`src/rtl/mem_pkg.sv`:
```
// mem_pkg: size and state encodings plus default widths shared by the
// byte-serial CPU-to-memory master.
package mem_pkg;

  localparam int DEFAULT_DATA_WIDTH = 8;
  localparam int DEFAULT_ADDR_WIDTH = 13;
  localparam int CPU_WIDTH          = 32;
  localparam int LANE_WIDTH         = 8;

  typedef enum logic [1:0] {
    SIZE_BYTE     = 2'b00,
    SIZE_HALF     = 2'b01,
    SIZE_WORD     = 2'b10,
    SIZE_WORD_ALT = 2'b11
  } size_e;

  typedef enum logic [1:0] {
    ST_IDLE  = 2'b00,
    ST_ISSUE = 2'b01,
    ST_WAIT  = 2'b10,
    ST_DONE  = 2'b11
  } state_e;

  // The reserved size code behaves as a full word.
  function automatic logic [2:0] size_to_bytes(input size_e size);
    case (size)
      SIZE_BYTE: return 3'd1;
      SIZE_HALF: return 3'd2;
      default:   return 3'd4;
    endcase
  endfunction

endpackage

```
`src/rtl/mem_word_master.sv`:
```
// mem_word_master: splits 8/16/32-bit CPU accesses into single-byte requests on
// a one-outstanding memory port. Define MEM_WORD_MASTER_TIMEOUT_EN to bound each WAIT.
module mem_word_master
  import mem_pkg::*;
#(
  parameter int DATA_WIDTH     = DEFAULT_DATA_WIDTH,
  parameter int ADDR_WIDTH     = DEFAULT_ADDR_WIDTH,
  parameter int TIMEOUT_CYCLES = 16
) (
  input  logic                  i_clk,
  input  logic                  i_rst,
  input  logic                  i_cpu_req,
  input  logic                  i_cpu_we,
  input  logic [1:0]            i_cpu_size,
  input  logic [CPU_WIDTH-1:0]  i_cpu_addr,
  input  logic [CPU_WIDTH-1:0]  i_cpu_wdata,
  output logic [CPU_WIDTH-1:0]  o_cpu_rdata,
  output logic                  o_cpu_done,
  output logic                  o_cpu_err,
  output logic                  o_busy,
  output logic                  o_mem_request,
  output logic                  o_mem_write,
  output logic [ADDR_WIDTH-1:0] o_mem_address,
  output logic [DATA_WIDTH-1:0] o_mem_data,
  input  logic [DATA_WIDTH-1:0] i_mem_data,
  input  logic                  i_mem_data_DV
);

`ifdef MEM_WORD_MASTER_TIMEOUT_EN
  localparam bit TIMEOUT_EN = 1'b1;
`else
  localparam bit TIMEOUT_EN = 1'b0;
`endif

  localparam int             TMO_W     = $clog2(TIMEOUT_CYCLES + 1);
  localparam logic [TMO_W-1:0] TMO_LIMIT = TMO_W'(TIMEOUT_CYCLES - 1);

  state_e                  state_q, state_d;
  logic                    accept, byte_done, timeout_hit;
  logic                    last_byte, timeout_expired;

  logic                    we_q;
  size_e                   size_q;
  logic [ADDR_WIDTH-1:0]   addr_q;
  logic [CPU_WIDTH-1:0]    wdata_q;
  logic [CPU_WIDTH-1:0]    rdata_q;
  logic [2:0]              idx_q;
  logic                    err_q;
  logic [TMO_W-1:0]        tmo_q;

  logic [1:0]              lane;
  logic [LANE_WIDTH-1:0]   wr_lane, rd_lane;
  logic                    unused_addr_bits;

  // Addresses above the memory window are deliberately dropped.
  assign unused_addr_bits = ^i_cpu_addr[CPU_WIDTH-1:ADDR_WIDTH];

  assign lane            = idx_q[1:0];
  assign last_byte       = (idx_q + 3'd1) == size_to_bytes(size_q);
  assign wr_lane         = wdata_q[{lane, 3'b000} +: LANE_WIDTH];
  assign rd_lane         = LANE_WIDTH'(i_mem_data);
  assign timeout_expired = TIMEOUT_EN && (tmo_q == TMO_LIMIT);

  always_ff @(posedge i_clk) begin
    // NOTE: sequential state uses non-blocking assignments so every register samples pre-edge values.
    if (i_rst) state_q <= ST_IDLE;
    else       state_q <= state_d;
  end

  always_comb begin
    // NOTE: every value driven here gets a default first so no path can infer a latch.
    state_d       = state_q;
    accept        = 1'b0;
    byte_done     = 1'b0;
    timeout_hit   = 1'b0;
    o_busy        = (state_q != ST_IDLE);
    o_mem_request = 1'b0;
    o_cpu_done    = 1'b0;
    case (state_q)
      ST_IDLE: begin
        if (i_cpu_req) begin
          accept  = 1'b1;
          state_d = ST_ISSUE;
        end
      end
      ST_ISSUE: begin
        o_mem_request = 1'b1;
        state_d       = ST_WAIT;
      end
      ST_WAIT: begin
        if (i_mem_data_DV) begin
          byte_done = 1'b1;
          state_d   = last_byte ? ST_DONE : ST_ISSUE;
        end else if (timeout_expired) begin
          timeout_hit = 1'b1;
          state_d     = ST_DONE;
        end
      end
      ST_DONE: begin
        o_cpu_done = 1'b1;
        state_d    = ST_IDLE;
      end
      default: state_d = ST_IDLE;
    endcase
  end

  always_ff @(posedge i_clk) begin
    if (i_rst) begin
      we_q    <= 1'b0;
      size_q  <= SIZE_BYTE;
      addr_q  <= '0;
      wdata_q <= '0;
      rdata_q <= '0;
      idx_q   <= '0;
      err_q   <= 1'b0;
    end else begin
      if (accept) begin
        we_q    <= i_cpu_we;
        size_q  <= size_e'(i_cpu_size);
        addr_q  <= i_cpu_addr[ADDR_WIDTH-1:0];
        wdata_q <= i_cpu_wdata;
        rdata_q <= '0;
        idx_q   <= '0;
        err_q   <= 1'b0;
      end
      // Bytes never returned stay zero, so short reads are zero-extended.
      if (byte_done) begin
        if (!we_q) rdata_q[{lane, 3'b000} +: LANE_WIDTH] <= rd_lane;
        idx_q <= idx_q + 3'd1;
      end
      if (timeout_hit) err_q <= 1'b1;
    end
  end

  // Per-byte WAIT counter restarts every time a new byte is issued.
  always_ff @(posedge i_clk) begin
    if (i_rst || state_q != ST_WAIT) tmo_q <= '0;
    else                             tmo_q <= tmo_q + TMO_W'(1);
  end

  assign o_cpu_rdata   = rdata_q;
  assign o_cpu_err     = TIMEOUT_EN & err_q;
  assign o_mem_write   = we_q;
  assign o_mem_address = addr_q + ADDR_WIDTH'(idx_q);
  assign o_mem_data    = DATA_WIDTH'(wr_lane);

endmodule
```
`config.mk`:
```
export PLATFORM = sky130hd
export DESIGN_NAME = mem_word_master
export DESIGN_NICKNAME = d
export VERILOG_FILES = /design/src/rtl/mem_pkg.sv /design/src/rtl/mem_word_master.sv
export SDC_FILE = /design/constraint.sdc
export NUM_CORES = 1
export LEC_CHECK = 0
export CORE_MARGIN = 2
export CORE_UTILIZATION = 39
export CTS_CLUSTER_DIAMETER = 60
export CTS_CLUSTER_SIZE = 14
export DETAILED_ROUTE_END_ITERATION = 12
export PLACE_DENSITY = 0.76
export SLEW_MARGIN = 20
export SYNTH_ARGS = -nofsm -noshare
export SYNTH_HDL_FRONTEND = slang
export SYNTH_SLANG_ARGS = --single-unit
export TNS_END_PERCENT = 100
```
`constraint.sdc`:
```
create_clock -name i_clk -period 2.5 [get_ports i_clk]
set_input_delay 0.25 -clock i_clk [delete_from_list [all_inputs] [get_ports i_clk]]
set_output_delay 0.25 -clock i_clk [all_outputs]
set_load 0.005 [all_outputs]
```
==> impl_metrics.csv, run 1 <==
group,metric,value,unit
global_route,antenna_found_initial,0,
critical_path,worstPathRequired,2250,ps
logic_synthesis,ys_async_sr_fraction,0,
pwr,p_sw,0.0007269,W
sta,max_slew.worst_pin.slew,592.7,ps
global_route,grt_pass1_wl,14.46,mm
logic_synthesis,syn-num-nets,496,
placement,place_inst,617,
logic_synthesis,ys.flop_type,"dfxtp_1",
clocking,numCtsBuffers,9,
logic_synthesis,yosysWarnings,0,
final_layout,area_delta_synth_final,43.30,%
global_route,grt_max_degree,49,
global_route,grt_overflow,0,
sta,fin_crit,2413,ps
critical_path,endpoint_kind,"output port",
floorplanning,die_area,9801,um^2
global_route,track_usage,0.1816,
logic_synthesis,yosysSeqAreaShare,0.4835,
hold_path,min_from,"i_rst",
logic_synthesis,synth_cell_types,39,
final_layout,antennaDiodeCount,0,
logic_synthesis,synth.avg_cell_area,8.627,um^2
floorplanning,die_h,99,um
logic_synthesis,synth-seq-cells,85,
critical_path,r2r_cells,7,
detailed_routing,drtAntennaViolNets,0,
pwr,clockPowerShare,0.359,
final_layout,instances_no_fill,635,
logic_synthesis,synth_top_area_share,0.4835,
status,status,"finished, final reports clean",
logic_synthesis,netlist_instances,408,
critical_path,critPathArrivalTime,2160,ps
floorplanning,std_cell_rows,34,
sta,final.setup.worst_slack,86.70,ps
clocking,cts.path.max_buffers,2,
hold_path,hold_end,"wdata_q[18]",
hold_path,hp-class,"input pin to flop",
sta,slew_headroom,0.6041,
clocking,clk_pin_slew,90,ps
clocking,insertion_delay,340,ps
critical_path,r2r_slack,360,ps
sta,clock_skew,10.22,ps
logic_synthesis,yosys.area.top_type,"dfxtp_1",
logic_synthesis,synth.most_common_cell,"nand2_1",
logic_synthesis,yosys-top-cells-area,"dfxtp_1 48%, nand2_1 14%, a21oi_1 7.3%, mux4_2 5.1%, o21ai_0 3.4%",
detailed_routing,dr.first_iter.drc_count,123,
clocking,cts_tree,"built",
floorplanning,core,8721,um^2
detailed_routing,wl_per_cell,14.28,um
logic_synthesis,synth_edf_count,0,
pwr,pwr-share-seq,0.497,
floorplanning,io_pins,137,
sta,whs,345.3,ps
floorplanning,start_util,0.4036,
placement,dp_hpwl,6.591,mm
detailed_routing,drc,0,
placement,port_buffers,116,
final_layout,nets,610,
logic_synthesis,netlist_area,3520,um^2
final_layout,multi_input_area,1723,um^2
critical_path,crit_fanout,4,
detailed_routing,totalWireLength,9.065,mm
floorplanning,dieWidth,99,um
placement,dpl_worst_slack,221.3,ps
pwr,ir_drop,402.6,uV
clocking,cts.sinks,85,
sta,fmax,414.4,MHz
sta,final-setup-viol-count,0,
hold_path,whs_path_depth,2,
pwr,internal_power,0.002207,W
placement,gp_congestion,0.7951,
critical_path,regToRegStartpoint,"idx_q[0]",
final_layout,fillCellCount,767,
final_layout,drive_gt1_frac,0.08729,
final_layout,ff_latch_area,1704,um^2
critical_path,timing.rr.end,"state_q[1]",
logic_synthesis,ys_top_cells_by_count,"133 x nand2_1, 85 x dfxtp_1, 51 x a21oi_1, 24 x o21ai_0, 16 x clkbuf_1",
detailed_routing,vias_per_cell,5.074,
sta,post-route-period-util,0.9653,
pwr,swShare,0.2478,
clocking,clockRootBuffer,"clkbuf_8",
pwr,p_leak,1.964,nW
sta,slew_violations,0,
clocking,htreeDepth,3,
global_route,grt_pass1_vias,3060,
detailed_routing,dr_total_vias,3222,
critical_path,start_kind,"flop",
job,maxCapViolCount,0,
pwr,powerDensity,581.7,nW/um^2
detailed_routing,dr.pass1.iters,4,
sta,hold_violations,0,
critical_path,crit_type,"flop to output port",
pwr,p_comb_frac,0.144,
registers in the layout (all words and copies together), names as in the netlist:
register	flops
o_cpu_rdata	32
wdata_q	32
addr_q	13
idx_q	3
size_q	2
state_q	2
o_mem_write	1
what timing repair did:
item,in CTS,in global routing
gates resized for setup,9,6
endpoints found under the setup margin,9,8
pin swaps,0,3
hold buffers,0,0
buffers inserted,1,1
final cells by class:
cell class | instances | area share
Sequential cell | 85 | 0.3379
Inverter | 8 | 0.005954
Multi-Input combinational cell | 292 | 0.3416
Clock buffer | 11 | 0.02605
Clock inverter | 5 | 0.01662
Tap cell | 108 | 0.02679
Timing Repair Buffer | 126 | 0.2451
power groups by stage:
stage,Sequential (W),Clock [W],Combinational [W]
final,0.00146,0.00105,0.000422
after global routing,0.00147,0.00115,0.000464
after CTS,0.00146,0.00109,0.000428
after detailed placement,0.00149,0,0.000427
after global placement,0.00148,0,0.000420
after floorplan,0.00147,0,0.000222
cell families after synthesis:
family / after synthesis / synth area share
other: 1 / 0.001065
DFF: 85 / 0.4835
AOI/OAI and AO/OA: 93 / 0.1557
muxes: 8 / 0.05119
buffers and inverters: 31 / 0.03626
and+or+nand+nor: 169 / 0.2083
xor gates and xnor gates: 12 / 0.02986
adders and majority gates: 9 / 0.03413
worst max-delay path: stages, from the launching register on:
cell	delay, ps
dfxtp_2	350
ha_1	270
a21o_1	140
a21oi_4	70
nor3b_1	240
xor2_1	210
clkdlybuf4s50_1	540
worst max-delay path by stage:
stage	endpoint	cells past startpoint	from
after floorplan	state_q[1]	8	idx_q[0]
after global placement	o_mem_address[10]	7	addr_q[0]
after detailed placement	o_mem_address[10]	7	addr_q[0]
after CTS	o_mem_address[11]	7	addr_q[1]
after global routing	o_mem_address[7]	6	idx_q[1]
final	o_mem_address[7]	6	idx_q[1]
per-layer routing:
metal / share of wire / GRT usage / routed length, um
met1: 0.41 / 0.2167 / 3708
met5: 0 / 0 / 0
met4: 0.0086 / 0.04215 / 78
met2: 0.52 / 0.3222 / 4712
met3: 0.062 / 0.05248 / 565
cell usage in the layout (no fill, tap or decap), types with 2 or more instances in the layout:
master           instances
bufinv_16                2
clkbuf_1                 2
mux4_2                   8
ha_1                     7
nor2_1                  12
a32o_1                   8
and3_1                   3
o21ai_0                 24
xnor2_1                  5
a211oi_2                 3
clkdlybuf4s50_1        107
dfxtp_2                  2
clkbuf_8                 9
dfxtp_1                 83
clkinvlp_4               2
xor2_1                   7
buf_4                   10
dlygate4sd2_1            4
nor3_1                   3
a21o_1                   2
nand3_1                  4
a211oi_1                 2
nand2_1                133
dlymetal6s2s_1           4
a21oi_1                 50
or3_1                    2
inv_1                    7
per-stage QoR:
stage	utilization	TNS (ps)	instance area (um^2)	power (W)
after global placement	0.5473	0	4773	0.001904
after CTS	0.5740	0	5006	0.002971
after global routing	0.5783	-0.05196	5044	0.003076
final	0.5783	0	5044	0.002934
after detailed placement	0.5473	0	4773	0.001916
after floorplan	-	0	3520	0.001696
Power figures use the tool's default switching activity.
==> inputs of run 2 (changes only) <==
Settings changed: CORE_MARGIN 2 to 8.
==> run 2 against run 1 <==
  * Via count decreased by 0.40%
  * Design area grew 0.57%
  * Global-route usage fell by 2.6 points
  * Setup slack got worse by 2.4 ps
  * Worst hold slack got worse by 160 ps
  * Sequential share of layout area decreased by 0.19 points
  * Flip-flop and latch count stayed put
  * Total power is 5.1% higher
  * Routed wire length up 8.7%
  * Core utilization increased by 0.33 points
  * Largest cell class unchanged
  * Largest power group unchanged
==> impl_metrics.csv, run 2 (synthesis gave the netlist of run 1 again) <==
group,metric,value,unit
clocking,clockRootBuffer,"clkbuf_8",
final_layout,final_area,5072,um^2
clocking,cts-hold-fix-buffers,0,
critical_path,worstPathRequired,2250,ps
hold_path,hp-class,"input pin to flop",
floorplanning,std_cell_rows,34,
hold_path,min_from,"i_rst",
critical_path,crit_fanout,4,
critical_path,regToRegStartpoint,"idx_q[0]",
clocking,clk_pin_slew,90,ps
global_route,grt_overflow,0,
critical_path,start_kind,"flop",
critical_path,critPathMaxStageDelay,530,ps
placement,dp_hpwl,7.164,mm
clocking,cts_tree,"built",
detailed_routing,dr.first_iter.drc_count,125,
clocking,cts.sinks,85,
detailed_routing,vias_per_cell,5.054,
pwr,p_leak,2.012,nW
floorplanning,dieWidth,111,um
placement,port_buffers,116,
detailed_routing,totalWireLength,9.850,mm
critical_path,crit_type,"flop to output port",
pwr,power,0.003082,W
placement,dpl_cell_area,4766,um^2
final_layout,nets,610,
detailed_routing,wl_per_cell,15.51,um
sta,fin_crit,2416,ps
placement,gp_congestion,0.7968,
final_layout,final_common_cell,"nand2_1",
status,status,"finished, final reports clean",
detailed_routing,drtAntennaViolNets,0,
final_layout,final_cell_mix,"133 x nand2_1, 106 x clkdlybuf4s50_1, 83 x dfxtp_1",
critical_path,worst_path_max_delay_cell,"clkdlybuf4s50_1",
clocking,numCtsBuffers,9,
clocking,htreeDepth,3,
sta,clock_skew,8.472,ps
detailed_routing,dr.pass1.iters,4,
clocking,insertion_delay,350,ps
global_route,grt_pass1_vias,3302,
global_route,antenna_found_initial,0,
floorplanning,die_area,12320,um^2
sta,whs,188.9,ps
detailed_routing,dr_total_vias,3209,
clocking,cts.path.max_buffers,2,
sta,hold_violations,0,
global_route,grt_pass1_wl,15.99,mm
sta,slew_headroom,0.6049,
critical_path,startpoint,"idx_q[2]",
pwr,ir_drop,295.4,uV
job,maxCapViolCount,0,
final_layout,area_delta_synth_final,44.12,%
critical_path,cp_cell_sequence,"ha_1, a21oi_2, nor3b_1, xor2_1, clkdlybuf4s50_1",
sta,post-route-period-util,0.9663,
detailed_routing,drc,0,
floorplanning,start_util,0.4036,
sta,final.setup.worst_slack,84.34,ps
floorplanning,io_pins,137,
sta,fmax,414.0,MHz
final_layout,drive_gt1_frac,0.09108,
critical_path,critPathArrivalTime,2170,ps
critical_path,endpoint_kind,"output port",
floorplanning,core,8721,um^2
global_route,track_usage,0.1554,
placement,dpl_worst_slack,212.1,ps
placement,place_inst,616,
global_route,grt_max_degree,52,
final_layout,instances_no_fill,635,
floorplanning,die_h,111,um
final_layout,antennaDiodeCount,0,
pwr,powerDensity,607.7,nW/um^2
sta,final-setup-viol-count,0,
sta,max_slew.worst_pin.slew,591.6,ps
sta,slew_violations,0,
-- run 2: worst max-delay path: cells and delay by family (launching register included) --
family | cells | cell delay [ps]
xor+xnor | 1 | 210
buf+inv | 1 | 530
fa+ha+maj | 1 | 360
flops | 1 | 370
simple gates | 1 | 260
compound gates | 1 | 100
-- run 2: power by group --
group,switching (W),leakage (nW),internal [W]
clock,0.000506,0.120,0.000696
combinational,0.000201,1.20,0.000223
sequential,0.0000413,0.693,0.00142
-- run 2: layout make-up --
| type | count | area, um^2 |
|---|---|---|
| multi-input combinational | 292 | 1713 |
| sequential | 85 | 1704 |
| timing repair buffer | 126 | 1242 |
| clock inverter | 5 | 106.4 |
| clock buffer | 11 | 141.4 |
| fill | 784 | 3649 |
| tap | 108 | 135.1 |
| inverter | 8 | 30.03 |
-- run 2: timing repair --
item                       CTS  global route
pin swaps                    0             1
buffers inserted             2             1
gates resized for setup      7             9
setup endpoints to repair    8             9
-- run 2: layer usage --
layer	global-route usage	vias up	wire length (um)
met4	0.05856	0	181
met2	0.2615	88	4737
met1	0.1749	1505	4268
met5	0	-	0
met3	0.05682	16	663
li1	-	1600	-
-- run 2: path summary, 6_finish.rpt --
path / to / slack [ps] / cells past startpoint
worst max-delay path: o_mem_address[7] / 80 / 5
worst min-delay path: addr_q[10] / 190 / 2
worst max register to register: state_q[1] / 390 / 7
worst min register to register: wdata_q[21] / 460 / 2
-- run 2: stage by stage --
step             util  setup TNS, ps
6_report       0.5816              0
5_1_grt        0.5816        -0.5342
4_1_cts        0.5772         -11.30
3_5_place_dp   0.5465              0
3_3_place_gp   0.5465              0
2_1_floorplan       -              0
==> inputs of run 3 (changes only) <==
Settings changed: PLACE_DENSITY 0.76 to 0.83.
Clock period 2.5 ns to 2.1 ns, I/O delays scaled along.
==> run 3 against run 2 <==
  * First-iteration DRC count increased by 11%
  * Total power increased by 9.6%
  * Clock-buffer cell count unchanged
  * Final cell count increased by 2.5%
  * The run now ends with setup timing left
  * Combinational power increased by 25%
  * Worst hold slack improved by 190 ps
  * Design area increased by 2.6%
  * Highest routed layer unchanged
  * Via count increased by 3.1%
  * Setup slack got worse by 160 ps
  * Flip-flop and latch count unchanged
  * Clock skew decreased by 3.9 ps
  * Largest cell class unchanged
  * Non-clock buffer count increased by 17
  * Critical endpoint is now o_mem_address[9]
  * Largest power group unchanged
==> impl_metrics.csv, run 3 (synthesis gave the netlist of run 1 again) <==
group,metric,value,unit
global_route,track_usage,0.1547,
status,violations,"setup timing",
hold_path,hold_end,"wdata_q[18]",
final_layout,nets,627,
sta,slew_violations,0,
detailed_routing,vias_per_cell,5.083,
critical_path,r2r_cells,8,
critical_path,timing.rr.end,"state_q[1]",
final_layout,instances_no_fill,651,
global_route,grt_pass1_wl,16.15,mm
floorplanning,io_pins,137,
clocking,cts-hold-fix-buffers,0,
pwr,powerDensity,649.2,nW/um^2
global_route,grt_max_degree,49,
pwr,p_leak,2.057,nW
pwr,ir_drop,385.6,uV
sta,hold_violations,0,
clocking,cts.path.max_buffers,2,
sta,slew_headroom,0.6282,
sta,post-route-period-util,1.034,
placement,dpl_cell_area,4856,um^2
detailed_routing,dr.first_iter.drc_count,139,
floorplanning,start_util,0.4036,
final_layout,final_cell_mix,"133 x nand2_1, 102 x clkdlybuf4s50_1, 81 x dfxtp_1",
placement,place_inst,628,
final_layout,area_delta_synth_final,47.85,%
floorplanning,die_h,111,um
clocking,numCtsBuffers,9,
critical_path,critPathMaxStageDelay,360,ps
clocking,insertion_delay,330,ps
detailed_routing,dr_total_vias,3309,
final_layout,fillCellCount,728,
floorplanning,die_area,12320,um^2
final_layout,final_common_cell,"nand2_1",
critical_path,endpoint_kind,"output port",
critical_path,crit_fanout,3,
sta,max_slew.worst_pin.slew,556.7,ps
global_route,grt_pass1_vias,3387,
sta,final.setup.worst_slack,-71.38,ps
floorplanning,core,8721,um^2
sta,whs,374.2,ps
hold_path,hp-class,"input pin to flop",
critical_path,worstPathRequired,1890,ps
clocking,cts_tree,"built",
clocking,cts.sinks,85,
hold_path,whs_path_depth,3,
detailed_routing,totalWireLength,10.01,mm
placement,port_buffers,116,
critical_path,cp_cell_sequence,"ha_4, a21o_1, a21oi_2, buf_4, nor4b_4, xor2_1, buf_2",
clocking,clockRootBuffer,"clkbuf_8",
critical_path,crit_type,"flop to output port",
critical_path,startpoint,"idx_q[1]",
critical_path,worst_path_max_delay_cell,"dfxtp_4",
status,status,"finished with violations",
job,maxCapViolCount,0,
pwr,power,0.003378,W
global_route,grt_overflow,0,
placement,gp_congestion,0.7925,
detailed_routing,drtAntennaViolNets,0,
global_route,antenna_found_initial,0,
critical_path,start_kind,"flop",
sta,clock_skew,4.580,ps
sta,rsz0062_at_grt,"true",
final_layout,drive_gt1_frac,0.1547,
floorplanning,std_cell_rows,34,
final_layout,final_area,5204,um^2
hold_path,min_from,"i_rst",
final_layout,antennaDiodeCount,0,
detailed_routing,dr.pass1.iters,4,
detailed_routing,wl_per_cell,15.38,um
clocking,htreeDepth,3,
sta,final-setup-viol-count,6,
floorplanning,dieWidth,111,um
detailed_routing,drc,0,
placement,dp_hpwl,7.485,mm
clocking,clk_pin_slew,80,ps
critical_path,regToRegStartpoint,"idx_q[0]",
sta,setup_tns,-211.5,ps
sta,fin_crit,2171,ps
critical_path,r2r_slack,180,ps
sta,fmax,460.5,MHz
critical_path,critPathArrivalTime,1960,ps
run 3: area by class of cell:
class / instances / area [um^2] / share of cell area
multi-input cells: 292 / 1800 / 0.3460
flip-flops and latches: 85 / 1712 / 0.3289
repair buffers: 143 / 1336 / 0.2568
clock buffers: 11 / 141.4 / 0.02717
well taps: 108 / 135.1 / 0.02597
clock inverters: 4 / 48.80 / 0.009377
inverters: 8 / 30.03 / 0.005771
run 3: worst max-delay path: cells and delay by family (launching register included):
| kind | cells | cell delay, ps |
|---|---|---|
| flip-flops | 1 | 360 |
| buffers and inverters | 2 | 300 |
| AND/OR/NAND/NOR | 1 | 280 |
| adder cells (fa/ha/maj) | 1 | 260 |
| XOR/XNOR | 1 | 230 |
| AO/OA/AOI/OAI | 2 | 210 |
run 3: repair_timing:
action / CTS / global route
resized for setup: 48 / 23
cloned: 0 / 0
pin swaps: 3 / 4
buffers inserted: 8 / 0
endpoints found under the setup margin: 20 / 27
run 3: worst max path at each step:
stage | endpoint | slack (ps) | cells after the start
2_1_floorplan | state_q[1] | 30 | 7
3_3_place_gp | o_mem_address[6] | -80 | 7
3_5_place_dp | o_mem_address[11] | -130 | 7
4_1_cts | o_mem_address[11] | -180 | 8
5_1_grt | o_mem_address[11] | -150 | 8
6_report | o_mem_address[9] | -70 | 7
run 3: layer usage:
layer / share of wire / up-vias / GRT usage
met2: 0.50 / 114 / 0.2738
met4: 0.0089 / 0 / 0.02703
met5: 0 / - / 0
met1: 0.42 / 1551 / 0.1748
met3: 0.066 / 11 / 0.05574
li1: - / 1633 / -
run 3: power by group:
group / internal, W / switching [W] / total (W)
clock: 0.000575 / 0.000544 / 0.00112
sequential: 0.00168 / 0.0000485 / 0.00173
combinational: 0.000277 / 0.000251 / 0.000528
total: 0.00254 / 0.000843 / 0.00338
run 3: metrics by stage:
stage	util	worst slack, ps
finish	0.5967	-71.38
global route	0.5967	-146.4
CTS	0.5892	-177.8
detailed placement	0.5568	-132.0
global placement	0.5568	-79.23
floorplan	-	25.19
